File: src/rtl/pc_link_pkg.sv
// Shared PC-link definitions: frame constants, response FSM states and the
// result snapshot layout used by the return-path transmitter.
package pc_link_pkg;

   localparam int unsigned BYTE_W          = 8;
   localparam int unsigned ERR_W           = 16;
   localparam int unsigned STAT_W          = 32;
   localparam int unsigned RSP_PAYLOAD_LEN = 18;
   localparam int unsigned RSP_FRAME_LEN   = 21;
   localparam int unsigned IDX_W           = 5;
   localparam int unsigned SNAP_W          = ERR_W + 4 * STAT_W;

   localparam logic [BYTE_W-1:0] SYNC_BYTE_DEFAULT = 8'hA5;
   localparam logic [BYTE_W-1:0] RSP_LEN_BYTE      = 8'h12;

   typedef enum logic [2:0] {
      RSP_IDLE    = 3'd0,
      RSP_HDR     = 3'd1,
      RSP_LEN     = 3'd2,
      RSP_PAYLOAD = 3'd3,
      RSP_CHK     = 3'd4
   } rsp_state_t;

   // Field order is the on-wire order; the first field lands in the top bits.
   typedef struct packed {
      logic [ERR_W-1:0]  error_count;
      logic [STAT_W-1:0] min_latency;
      logic [STAT_W-1:0] max_latency;
      logic [STAT_W-1:0] average_latency;
      logic [STAT_W-1:0] throughput;
   } rsp_snapshot_t;

   // Payload byte idx of the snapshot, MSB-first.
   function automatic logic [BYTE_W-1:0] snap_byte(input rsp_snapshot_t s,
                                                   input logic [IDX_W-1:0] idx);
      logic [SNAP_W-1:0] flat;
      flat = s;
      return BYTE_W'(flat >> (BYTE_W * (RSP_PAYLOAD_LEN - 1 - 32'(idx))));
   endfunction

endpackage

File: src/rtl/pc_result_tx_if.sv
// Valid/ready byte stream toward the PC.
interface pc_result_tx_if;
   import pc_link_pkg::*;

   logic              pc_rsp_valid;
   logic [BYTE_W-1:0] pc_rsp_data;
   logic              pc_rsp_ready;

   modport master (output pc_rsp_valid, output pc_rsp_data, input pc_rsp_ready);
   modport slave  (input  pc_rsp_valid, input  pc_rsp_data, output pc_rsp_ready);
endinterface

File: src/rtl/pc_stall_timer.sv
// Counts consecutive stall cycles; expired_c fires during stall cycle LIMIT.
// LIMIT of 0 disables expiry.
module pc_stall_timer #(
   parameter int unsigned LIMIT = 65535
) (
   input  logic clk,
   input  logic rst,
   input  logic stall,
   input  logic clear,
   output logic expired_c
);

   localparam int unsigned CNT_W = (LIMIT > 2) ? $clog2(LIMIT) : 1;
   localparam int unsigned LAST  = (LIMIT == 0) ? 0 : LIMIT - 1;

   logic [CNT_W-1:0] count;

   assign expired_c = (LIMIT != 0) && stall && (count == CNT_W'(LAST));

   always_ff @(posedge clk) begin
      if (rst || clear || expired_c) count <= '0;
      else if (stall)                count <= count + CNT_W'(1);
   end

endmodule

File: src/rtl/pc_result_tx.sv
// Return-path transmitter: snapshots the result counters on request and
// streams a SYNC/LEN/payload/CHK frame to the PC over a valid/ready byte link.
module pc_result_tx
   import pc_link_pkg::*;
#(
   parameter logic [BYTE_W-1:0] SYNC_BYTE      = SYNC_BYTE_DEFAULT,
   parameter int unsigned       TIMEOUT_CYCLES = 65535
) (
   input  logic              clk,
   input  logic              rst,
   input  logic              report_start,
   input  logic [ERR_W-1:0]  error_count,
   input  logic [STAT_W-1:0] min_latency,
   input  logic [STAT_W-1:0] max_latency,
   input  logic [STAT_W-1:0] average_latency,
   input  logic [STAT_W-1:0] throughput,
   pc_result_tx_if.master    pc_rsp,
   output logic              busy,
   output logic              frame_done,
   output logic              report_dropped,
   output logic              tx_timeout
);

   rsp_state_t        state, state_nxt;
   rsp_snapshot_t     snap, snap_nxt;
   logic [IDX_W-1:0]  idx, idx_nxt;
   logic [BYTE_W-1:0] chk, chk_nxt;
   logic [BYTE_W-1:0] data_nxt;
   logic              valid_nxt, busy_nxt, done_nxt, dropped_nxt, timeout_nxt;
   logic              hs_c, stall_c, expired_c, accept_c;

   assign hs_c     = pc_rsp.pc_rsp_valid & pc_rsp.pc_rsp_ready;
   assign stall_c  = pc_rsp.pc_rsp_valid & ~pc_rsp.pc_rsp_ready;
   assign accept_c = report_start && (state == RSP_IDLE);

   pc_stall_timer #(.LIMIT(TIMEOUT_CYCLES)) u_stall_timer (
      .clk       (clk),
      .rst       (rst),
      .stall     (stall_c),
      .clear     (hs_c),
      .expired_c (expired_c)
   );

   always_ff @(posedge clk) begin
      if (rst) state <= RSP_IDLE;
      else     state <= state_nxt;
   end

   // Advance only on a handshake; a stall timeout overrides everything.
   always_comb begin
      state_nxt = state;
      if (expired_c) begin
         state_nxt = RSP_IDLE;
      end else begin
         case (state)
            RSP_IDLE:    if (report_start) state_nxt = RSP_HDR;
            RSP_HDR:     if (hs_c)         state_nxt = RSP_LEN;
            RSP_LEN:     if (hs_c)         state_nxt = RSP_PAYLOAD;
            RSP_PAYLOAD: if (hs_c && idx == IDX_W'(RSP_PAYLOAD_LEN - 1))
                                           state_nxt = RSP_CHK;
            RSP_CHK:     if (hs_c)         state_nxt = RSP_IDLE;
            default:                       state_nxt = RSP_IDLE;
         endcase
      end
   end

   // Next values of the datapath and of every registered output.
   always_comb begin
      snap_nxt    = snap;
      idx_nxt     = idx;
      chk_nxt     = chk;
      data_nxt    = '0;
      valid_nxt   = (state_nxt != RSP_IDLE);
      busy_nxt    = (state_nxt != RSP_IDLE);
      done_nxt    = hs_c && (state == RSP_CHK);
      dropped_nxt = report_start && (state != RSP_IDLE);
      timeout_nxt = expired_c;

      if (accept_c) begin
         snap_nxt = '{error_count, min_latency, max_latency, average_latency, throughput};
         idx_nxt  = '0;
         chk_nxt  = '0;
      end
      if (hs_c && state == RSP_PAYLOAD) idx_nxt = idx + IDX_W'(1);
      if (hs_c && (state == RSP_LEN || state == RSP_PAYLOAD))
         chk_nxt = chk + pc_rsp.pc_rsp_data;

      case (state_nxt)
         RSP_HDR:     data_nxt = SYNC_BYTE;
         RSP_LEN:     data_nxt = RSP_LEN_BYTE;
         RSP_PAYLOAD: data_nxt = snap_byte(snap_nxt, idx_nxt);
         RSP_CHK:     data_nxt = BYTE_W'(8'd0 - chk_nxt);
         default:     data_nxt = '0;
      endcase
   end

   always_ff @(posedge clk) begin
      if (rst) begin
         snap                <= '0;
         idx                 <= '0;
         chk                 <= '0;
         pc_rsp.pc_rsp_valid <= 1'b0;
         pc_rsp.pc_rsp_data  <= '0;
         busy                <= 1'b0;
         frame_done          <= 1'b0;
         report_dropped      <= 1'b0;
         tx_timeout          <= 1'b0;
      end else begin
         snap                <= snap_nxt;
         idx                 <= idx_nxt;
         chk                 <= chk_nxt;
         pc_rsp.pc_rsp_valid <= valid_nxt;
         pc_rsp.pc_rsp_data  <= data_nxt;
         busy                <= busy_nxt;
         frame_done          <= done_nxt;
         report_dropped      <= dropped_nxt;
         tx_timeout          <= timeout_nxt;
      end
   end

endmodule

File: src/flat_wrapper.sv
// flat-port wrapper written by rule: the top's interface ports become plain ports
module pc_result_tx_flat import pc_link_pkg::*;
#(
   parameter logic [BYTE_W-1:0] SYNC_BYTE      = SYNC_BYTE_DEFAULT,
   parameter int unsigned       TIMEOUT_CYCLES = 65535
)
  (clk, rst, report_start, error_count, min_latency, max_latency, average_latency, throughput, busy, frame_done, report_dropped, tx_timeout, pc_rsp_pc_rsp_valid, pc_rsp_pc_rsp_data, pc_rsp_pc_rsp_ready);
  pc_result_tx_if pc_rsp_i ();
  input  logic clk;
  input  logic rst;
  input  logic report_start;
  input  logic [ERR_W-1:0] error_count;
  input  logic [STAT_W-1:0] min_latency;
  input  logic [STAT_W-1:0] max_latency;
  input  logic [STAT_W-1:0] average_latency;
  input  logic [STAT_W-1:0] throughput;
  output logic busy;
  output logic frame_done;
  output logic report_dropped;
  output logic tx_timeout;
  output wire logic [$bits(pc_rsp_i.pc_rsp_valid)-1:0] pc_rsp_pc_rsp_valid;
  output wire logic [$bits(pc_rsp_i.pc_rsp_data)-1:0] pc_rsp_pc_rsp_data;
  input wire logic [$bits(pc_rsp_i.pc_rsp_ready)-1:0] pc_rsp_pc_rsp_ready;
  assign pc_rsp_pc_rsp_valid = pc_rsp_i.pc_rsp_valid;
  assign pc_rsp_pc_rsp_data = pc_rsp_i.pc_rsp_data;
  assign pc_rsp_i.pc_rsp_ready = pc_rsp_pc_rsp_ready;
  pc_result_tx #(.SYNC_BYTE(SYNC_BYTE), .TIMEOUT_CYCLES(TIMEOUT_CYCLES)) u_core (.clk(clk), .rst(rst), .report_start(report_start), .error_count(error_count), .min_latency(min_latency), .max_latency(max_latency), .average_latency(average_latency), .throughput(throughput), .pc_rsp(pc_rsp_i), .busy(busy), .frame_done(frame_done), .report_dropped(report_dropped), .tx_timeout(tx_timeout));
endmodule
File: config.mk
export PLATFORM = sky130hd
export DESIGN_NAME = pc_result_tx_flat
export DESIGN_NICKNAME = d
export VERILOG_FILES = /design/src/rtl/pc_link_pkg.sv /design/src/rtl/pc_result_tx_if.sv /design/src/rtl/pc_stall_timer.sv /design/src/rtl/pc_result_tx.sv /design/src/flat_wrapper.sv
export SDC_FILE = /design/constraint.sdc
export NUM_CORES = 1
export LEC_CHECK = 0
export CAP_MARGIN = 20
export CORE_ASPECT_RATIO = 0.75
export CORE_MARGIN = 2
export CORE_UTILIZATION = 48
export DETAILED_ROUTE_END_ITERATION = 8
export PLACE_DENSITY = 0.74
export SLEW_MARGIN = 0
export SYNTH_ARGS = -nofsm -noshare
export SYNTH_HDL_FRONTEND = slang
export SYNTH_SLANG_ARGS = --single-unit
File: constraint.sdc
create_clock -name clk -period 9.8 [get_ports clk]
set_input_delay 1.47 -clock clk [delete_from_list [all_inputs] [get_ports clk]]
set_output_delay 1.47 -clock clk [all_outputs]
set_load 0.02 [all_outputs]
Word-level counts from Yosys, hierarchy flattened --
Cells that the tools add are included.
Word-level totals: bits in registers 188, bits of input ports 148, logic and storage cells 59
Operators by class: $add $sub $neg 5, equal/unequal tests 10, shifts and indexed selects 1, multiplexer cells 13, bitwise logic cells 3, reduce and logical (&&, ||, !) cells 13
Operators by type and width (number):
- $mux W144 | 1
- $shr A144 B32 Y8 | 1
- $pmux W8 S4 | 1
- $mux W3 | 6
- $add A16 B1 Y16 const B | 1
- $eq A16 B16 Y1 const B | 1
- $mux W8 | 2
- $pmux W3 S5 | 1
- $eq A3 B2 Y1 const B | 4
- $mux W5 | 2
- $add A8 B8 Y8 | 1
- $sub A1 B8 Y8 const A | 1
- $logic_and A1 B1 Y1 | 7
- $eq A3 B1 Y1 const B | 2
- $eq A3 B3 Y1 const B | 2
- $reduce_bool A3 Y1 | 2
- $sub A5 B5 Y6 const A | 1
- $add A5 B1 Y5 const B | 1
- $eq A5 B5 Y1 const B | 1
- $logic_not A3 Y1 | 1
- $logic_or A1 B1 Y1 | 3
- $and A1 B1 Y1 | 2
- $not A1 Y1 | 1

Longest topological paths before layout --
depth in word-level cells 7, gate-level depth with buffers 16

Cells and area by module --
Synthesis repeated with hierarchy kept, for this count alone.
Unflattened totals: cell total of the unflattened synthesis 1261, area, all modules 9532.9 µm²
By module, submodules not included:
- pc_result_tx | instances 1, cells an instance 1175, area an instance 8753.4 µm²
- pc_stall_timer | instances 1, cells an instance 86, area an instance 779.5 µm²

Least setup slack after synthesis --
OpenSTA, ideal clock, no wires.
kind input port to flip-flop, from input port report_start, to register u_core.pc_rsp.pc_rsp_data[0], library setup time 0.057 ns, arrival time 4.284 ns, required time 9.743 ns, path slack 5.459 ns, cell stages on the path 15, cells stage by stage or4b_1 > buf_4 > o211ai_2 > o21ai_4 > inv_2 > buf_2 > buf_2 > ha_1 > clkbuf_1 > o211ai_1 > o22a_1 > nor2_1 > or4_1 > o211ai_1 > a21o_1
Between the ends: cells in the longest elaborated chain, start to end 6, elaborated cells between the ends (all ways) 17, classes of those cells add/sub: 2; eq/ne: 4; shift: 1; mux: 9; reduce/logical: 1
Ends and longest elaborated chain:
- from (decl) | RTL line flat_wrapper.sv:11 | input logic report_start;
- $logic_and A1 B1 Y1 | RTL line pc_result_tx.sv:34 | assign accept_c = report_start && (state == RSP_IDLE);
- $mux W5 | RTL line pc_result_tx.sv:79 | if (accept_c) begin
- $mux W5 | RTL line pc_result_tx.sv:84 | if (hs_c && state == RSP_PAYLOAD) idx_nxt = idx + IDX_W'(1);
- $sub A5 B5 Y6 | RTL line pc_link_pkg.sv:38 | return BYTE_W'(flat >> (BYTE_W * (RSP_PAYLOAD_LEN - 1 - 32'(idx))));
- $shr A144 B32 Y8 | RTL line pc_link_pkg.sv:38
- $pmux W8 S4 * | RTL line pc_result_tx.sv:88 | case (state_nxt)
- to (signal assigned) | RTL line pc_result_tx.sv:113 | pc_rsp.pc_rsp_data <= data_nxt;
- to (decl) | RTL line pc_result_tx_if.sv:9 | modport master (output pc_rsp_valid, output pc_rsp_data, input pc_rsp_ready);
Every way passes the cells marked *; elsewhere a longest branch is shown, timed or not. A chain may end at the register's enable or synchronous reset.

Worst setup path in the final report --
from input port pc_rsp_pc_rsp_ready, to register u_core.pc_rsp.pc_rsp_data[0]
Between the ends: cells in the longest elaborated chain, start to end 7, elaborated cells between the ends (all ways) 23, classes of those cells add/sub: 2; eq/ne: 4; shift: 1; mux: 9; bitwise: 3; reduce/logical: 4
Ends and longest elaborated chain:
- from (decl) | RTL line flat_wrapper.sv:23 | input wire logic [$bits(pc_rsp_i.pc_rsp_ready)-1:0] pc_rsp_pc_rsp_ready;
- parallel branches: the longest is 6 deep, another holds $sub A5 B5 Y6
- $pmux W8 S4 * | RTL line pc_result_tx.sv:88
Every way passes the cells marked *.

==> out/results.md <==
| Step | Metric | Reported |
|---|---|---|
| logic synthesis | Netlist cell types | 82 |
| sta | Setup repair after global routing missed its margin | false |
| power and ir drop | Total Power | 1.80 mW |
| clock network | Post-CTS setup buffer count | 0 |
| setup path | Category of the worst setup path capture point | flip-flop |
| setup path | Crit path to | u_core.pc_rsp.pc_rsp_data[0] |
| floorplan | Number of placed I/O pins | 161 |
| global routing | Most used routing layer in global routing | met1 |
| logic synthesis | Register bit total from synthesis | 188 |
| cells and area | Final instance area | 0.0113 mm2 |
| clock network | Root buffer cell | sky130_fd_sc_hd__clkbuf_16 |
| sta | Finish-stage setup viols | 0 |
| clock network | CTS tree | built |
| setup path | Type of the worst setup path | in -> reg |
| setup path | Kind of start point of the critical path | input pin |
| cells and area | Highest-count cells in the layout ignoring fill and taps | 350 x sky130_fd_sc_hd__nand2_1, 188 x sky130_fd_sc_hd__dfxtp_1, 170 x sky130_fd_sc_hd__a21oi_1, 159 x sky130_fd_sc_hd__clkdlybuf4s50_1, 63 x sky130_fd_sc_hd__nor2_1 |
| setup path | Slack of the worst reg-to-reg path | 5.10 ns |
| global routing | Overflow left after global routing | 0 |
| global routing | Wire length of the first global-routing pass | 42000 um |
| sta | Setup Skew | 0.00846 ns |
| sta | Pins Over Slew Limit | 0 |
| sta | Final min period | 5.77 ns |
| setup path | Critical Path Slowest Stage Cell | sky130_fd_sc_hd__ha_1 |
| sta | Worst hold margin | 0.454 ns |
| logic synthesis | Total standard cell area after synthesis | 0.00909 mm2 |
| logic synthesis | Number of synthesized flops with an enable pin | 0 |
| power and ir drop | P per Cell Area | 159 mW/mm2 |
| setup path | Crit path cell chain | clkdlybuf4s50_1 > and4b_1 > nand2_1 > o21ai_4 > inv_2 > ha_1 > o211ai_1 > a311oi_1 > a2111o_1 > o211ai_1 > a21o_1 |
| sta | Setup tns final | 0 ns |
| setup path | Slowest cell delay on critical path | 1.00 ns |
| sta | Final critical-path share of the clock period | 58.9% |
| global routing | Number of global-route vias before repair | 7714 |
| clock network | Clock buffer depth | 2 |
| setup path | CP required | 10.13 ns |
| sta | Max-slew headroom at the worst pin | 37.2% |
| setup path | Worst setup path start | pc_rsp_pc_rsp_ready |
| floorplan | Initial cell density of the core | 49.1% |
| global routing | Number of antenna violations at the first check in global routing | 0 |
| placed design | Post-detailed-placement cell area | 0.0107 mm2 |
| detailed routing | ANT nets after route | 0 |
| sta | Peak Freq | 0.173 GHz |
| cells and area | Layout overhead on the synthesized area | 24.6% |
| global routing | Maximum number of pins on one net before global-route repair | 87 |
| setup path | Bufs and invs on worst path | 2 |
| logic synthesis | Synth Area per Inst | 7.76 um2 |
| cells and area | Diode count | 0 |
| clock network | Clk pin slew, worst setup/hold paths | 0.07 ns |
| setup path | Depth of the worst register-to-register path | 10 |
| worst hold path | Type of the tightest min-delay check | reg -> reg |
| logic synthesis | Synth Warn # | 0 |
| floorplan | Number of placement rows | 43 |
| detailed routing | DRC | 0 |
| cells and area | Fraction of final layout cells sized beyond drive strength 1 | 5.74% |
| power and ir drop | Worst IR drop on VDD | 0.000103 V |
| placed design | Final RePlAce weighted congestion | 0.925 |
| setup path | Critical register-to-register path startpoint | u_core.state[1] |
| global routing | M1 GR Usage | 41.9% |
| setup path | Levels on crit path | 11 |
| logic synthesis | Part of the Yosys area used for sequential elements | 41.4% |
| clock network | Number of H-tree levels | 4 |
| detailed routing | Total detailed-routing wirelength | 27400 um |
| cells and area | Number of nets in the layout | 1439 |
| floorplan | X dimension of the die | 163 um |
| clock network | Inserted Clock Buffers | 17 |
| detailed routing | Per-cell via count in the routed design | 5.65 |
| logic synthesis | FFs w/ async S/R, synth | 0% |
| floorplan | Die height | 123 um |
| clock network | Total of hold buffers inserted after clock tree synthesis | 0 |
| setup path | Worst-path maximum fanout | 32 |
| global routing | GR Util met2 | 39.4% |
| clock network | Number of clock sinks seen by CTS | 188 |
| logic synthesis | Post-Synthesis Net Count | 1333 |
| global routing | All-Layer GR Usage | 27.3% |
| setup path | Capture instance of the worst register-to-register path | u_core.pc_rsp.pc_rsp_data[0] |
| placed design | Buffers on Ports | 160 |
| sta | Final hold violation count | 0 |
| placed design | Half-perimeter wire length after detailed placement | 19400 um |
| clock network | Later-pin clock latency in the skew report | 0.43 ns |
| detailed routing | Vias | 8672 |
| setup path | Crit-path leading delay family | compound AO/OA/AOI/OAI gates |
| detailed routing | Initial detailed-routing violation count | 921 |
| power and ir drop | Leakage | 4.12 nW |
| floorplan | Placeable core region | 0.0185 mm2 |
| detailed routing | Average wire per standard cell | 17.8 um |
| cells and area | Most frequent standard cell in the layout excluding fill and tap cells | sky130_fd_sc_hd__nand2_1 |
| outcome | Run status | finished clean |
| floorplan | Die area | 0.0201 mm2 |
| detailed routing | TritonRoute pass-1 iters | 5 |
| logic synthesis | Dominant register cell in the synthesized netlist | sky130_fd_sc_hd__dfxtp_1 |
| clock network | PostCTS Resize Cnt | 0 |
| sta | Worst-margin pin slew | 0.940 ns |
| global routing | Met3 track demand over resource | 4.29% |
| logic synthesis | Cells after synthesis | 1171 |
| setup path | CP arrival | 6.10 ns |
| flow run | Count of max-cap constraint violations | 0 |
| setup path | Most frequent CP cell | sky130_fd_sc_hd__o211ai_1 |
[tightest hold or removal path: stages, from the launching register on]
cell                      delay, ns
sky130_fd_sc_hd__dfxtp_1       0.31
sky130_fd_sc_hd__nand2_1       0.05
sky130_fd_sc_hd__a21oi_1       0.05
[cell families after synthesis]
family	Yosys count	synth area share, %
multiplexers	40	4.79
AO/OA/AOI/OAI	296	19.6
AND/OR/NAND/NOR	515	25.0
flip-flops	188	41.4
buffers and inverters	94	4.52
XOR/XNOR	24	2.68
adder cells (fa/ha/maj)	14	2.01
[worst min-delay path by stage]
stage	from	to	slack [ns]	cells past startpoint
3_3_place_gp	u_core.snap[40]	u_core.snap[40]	0.44	2
6_report	u_core.snap[51]	u_core.snap[51]	0.45	2
5_1_grt	u_core.snap[58]	u_core.snap[58]	0.47	2
4_1_cts	u_core.snap[40]	u_core.snap[40]	0.46	2
2_1_floorplan	u_core.snap[11]	u_core.snap[11]	0.43	2
3_5_place_dp	u_core.snap[75]	u_core.snap[75]	0.45	2
[cell type report]
| cell class | count | area, um2 |
|---|---|---|
| timing repair buffer | 169 | 1670 |
| multi-input combinational | 889 | 4920 |
| clock inverter | 13 | 179 |
| inverter | 12 | 45.0 |
| clock buffer | 18 | 439 |
| sequential | 188 | 3760 |
| fill | 1652 | 7190 |
| tap | 247 | 309 |
[registers in the layout, indices dropped and copies added, names as in the netlist]
name and flops:
u_core.pc_rsp.pc_rsp_data 8, u_core.pc_rsp.pc_rsp_valid 1, u_core.report_dropped 1, u_core.idx 5
u_core.state 3, u_core.tx_timeout 1, u_core.chk 8, u_core.snap 144
u_core.u_stall_timer.count 16, u_core.frame_done 1
[per-layer routing]
layer  up-vias  wire length [um]
met4         0               367
met2       324             11400
met1      4063             13600
met3        25              2040
li1       4260                 -
met5         -                 0
[synth_stat cells, drive strengths merged, types with 5 or more instances]
| master | count | share of area, % |
|---|---|---|
| buf | 25 | 1.7 |
| clkbuf | 57 | 2.4 |
| nor2b | 5 | 0.43 |
| a31oi | 16 | 1.1 |
| mux2 | 8 | 0.99 |
| nand2 | 351 | 15 |
| o21ai | 36 | 2.3 |
| xor2 | 17 | 1.8 |
| a21oi | 170 | 9.4 |
| nand3 | 20 | 1.1 |
| inv | 12 | 0.50 |
| nand4 | 17 | 1.3 |
| o211ai | 6 | 0.61 |
| a211oi | 10 | 0.83 |
| nor2 | 64 | 2.7 |
| a22oi | 6 | 0.50 |
| nor3 | 17 | 1.2 |
| or3 | 12 | 0.88 |
| ha | 13 | 1.8 |
| and3 | 6 | 0.41 |
| xnor2 | 7 | 0.84 |
| dfxtp | 188 | 41 |
| o31ai | 7 | 0.73 |
| mux2i | 31 | 3.6 |
[power breakdown]
group	switching (mW)	internal, mW
clock network	0.319	0.414
logic	0.132	0.107
registers	0.0262	0.805
[metrics by stage]
step | worst slack, ns | util [%] | cells
2_1_floorplan | 5.46 | - | 1171
3_3_place_gp | 3.76 | 57.8 | 1505
3_5_place_dp | 3.72 | 57.8 | 1505
4_1_cts | 4.14 | 61.2 | 1536
5_1_grt | 3.67 | 61.2 | 1536
6_report | 4.03 | 61.2 | 1536
No activity file was read; power rests on OpenSTA's default activity.
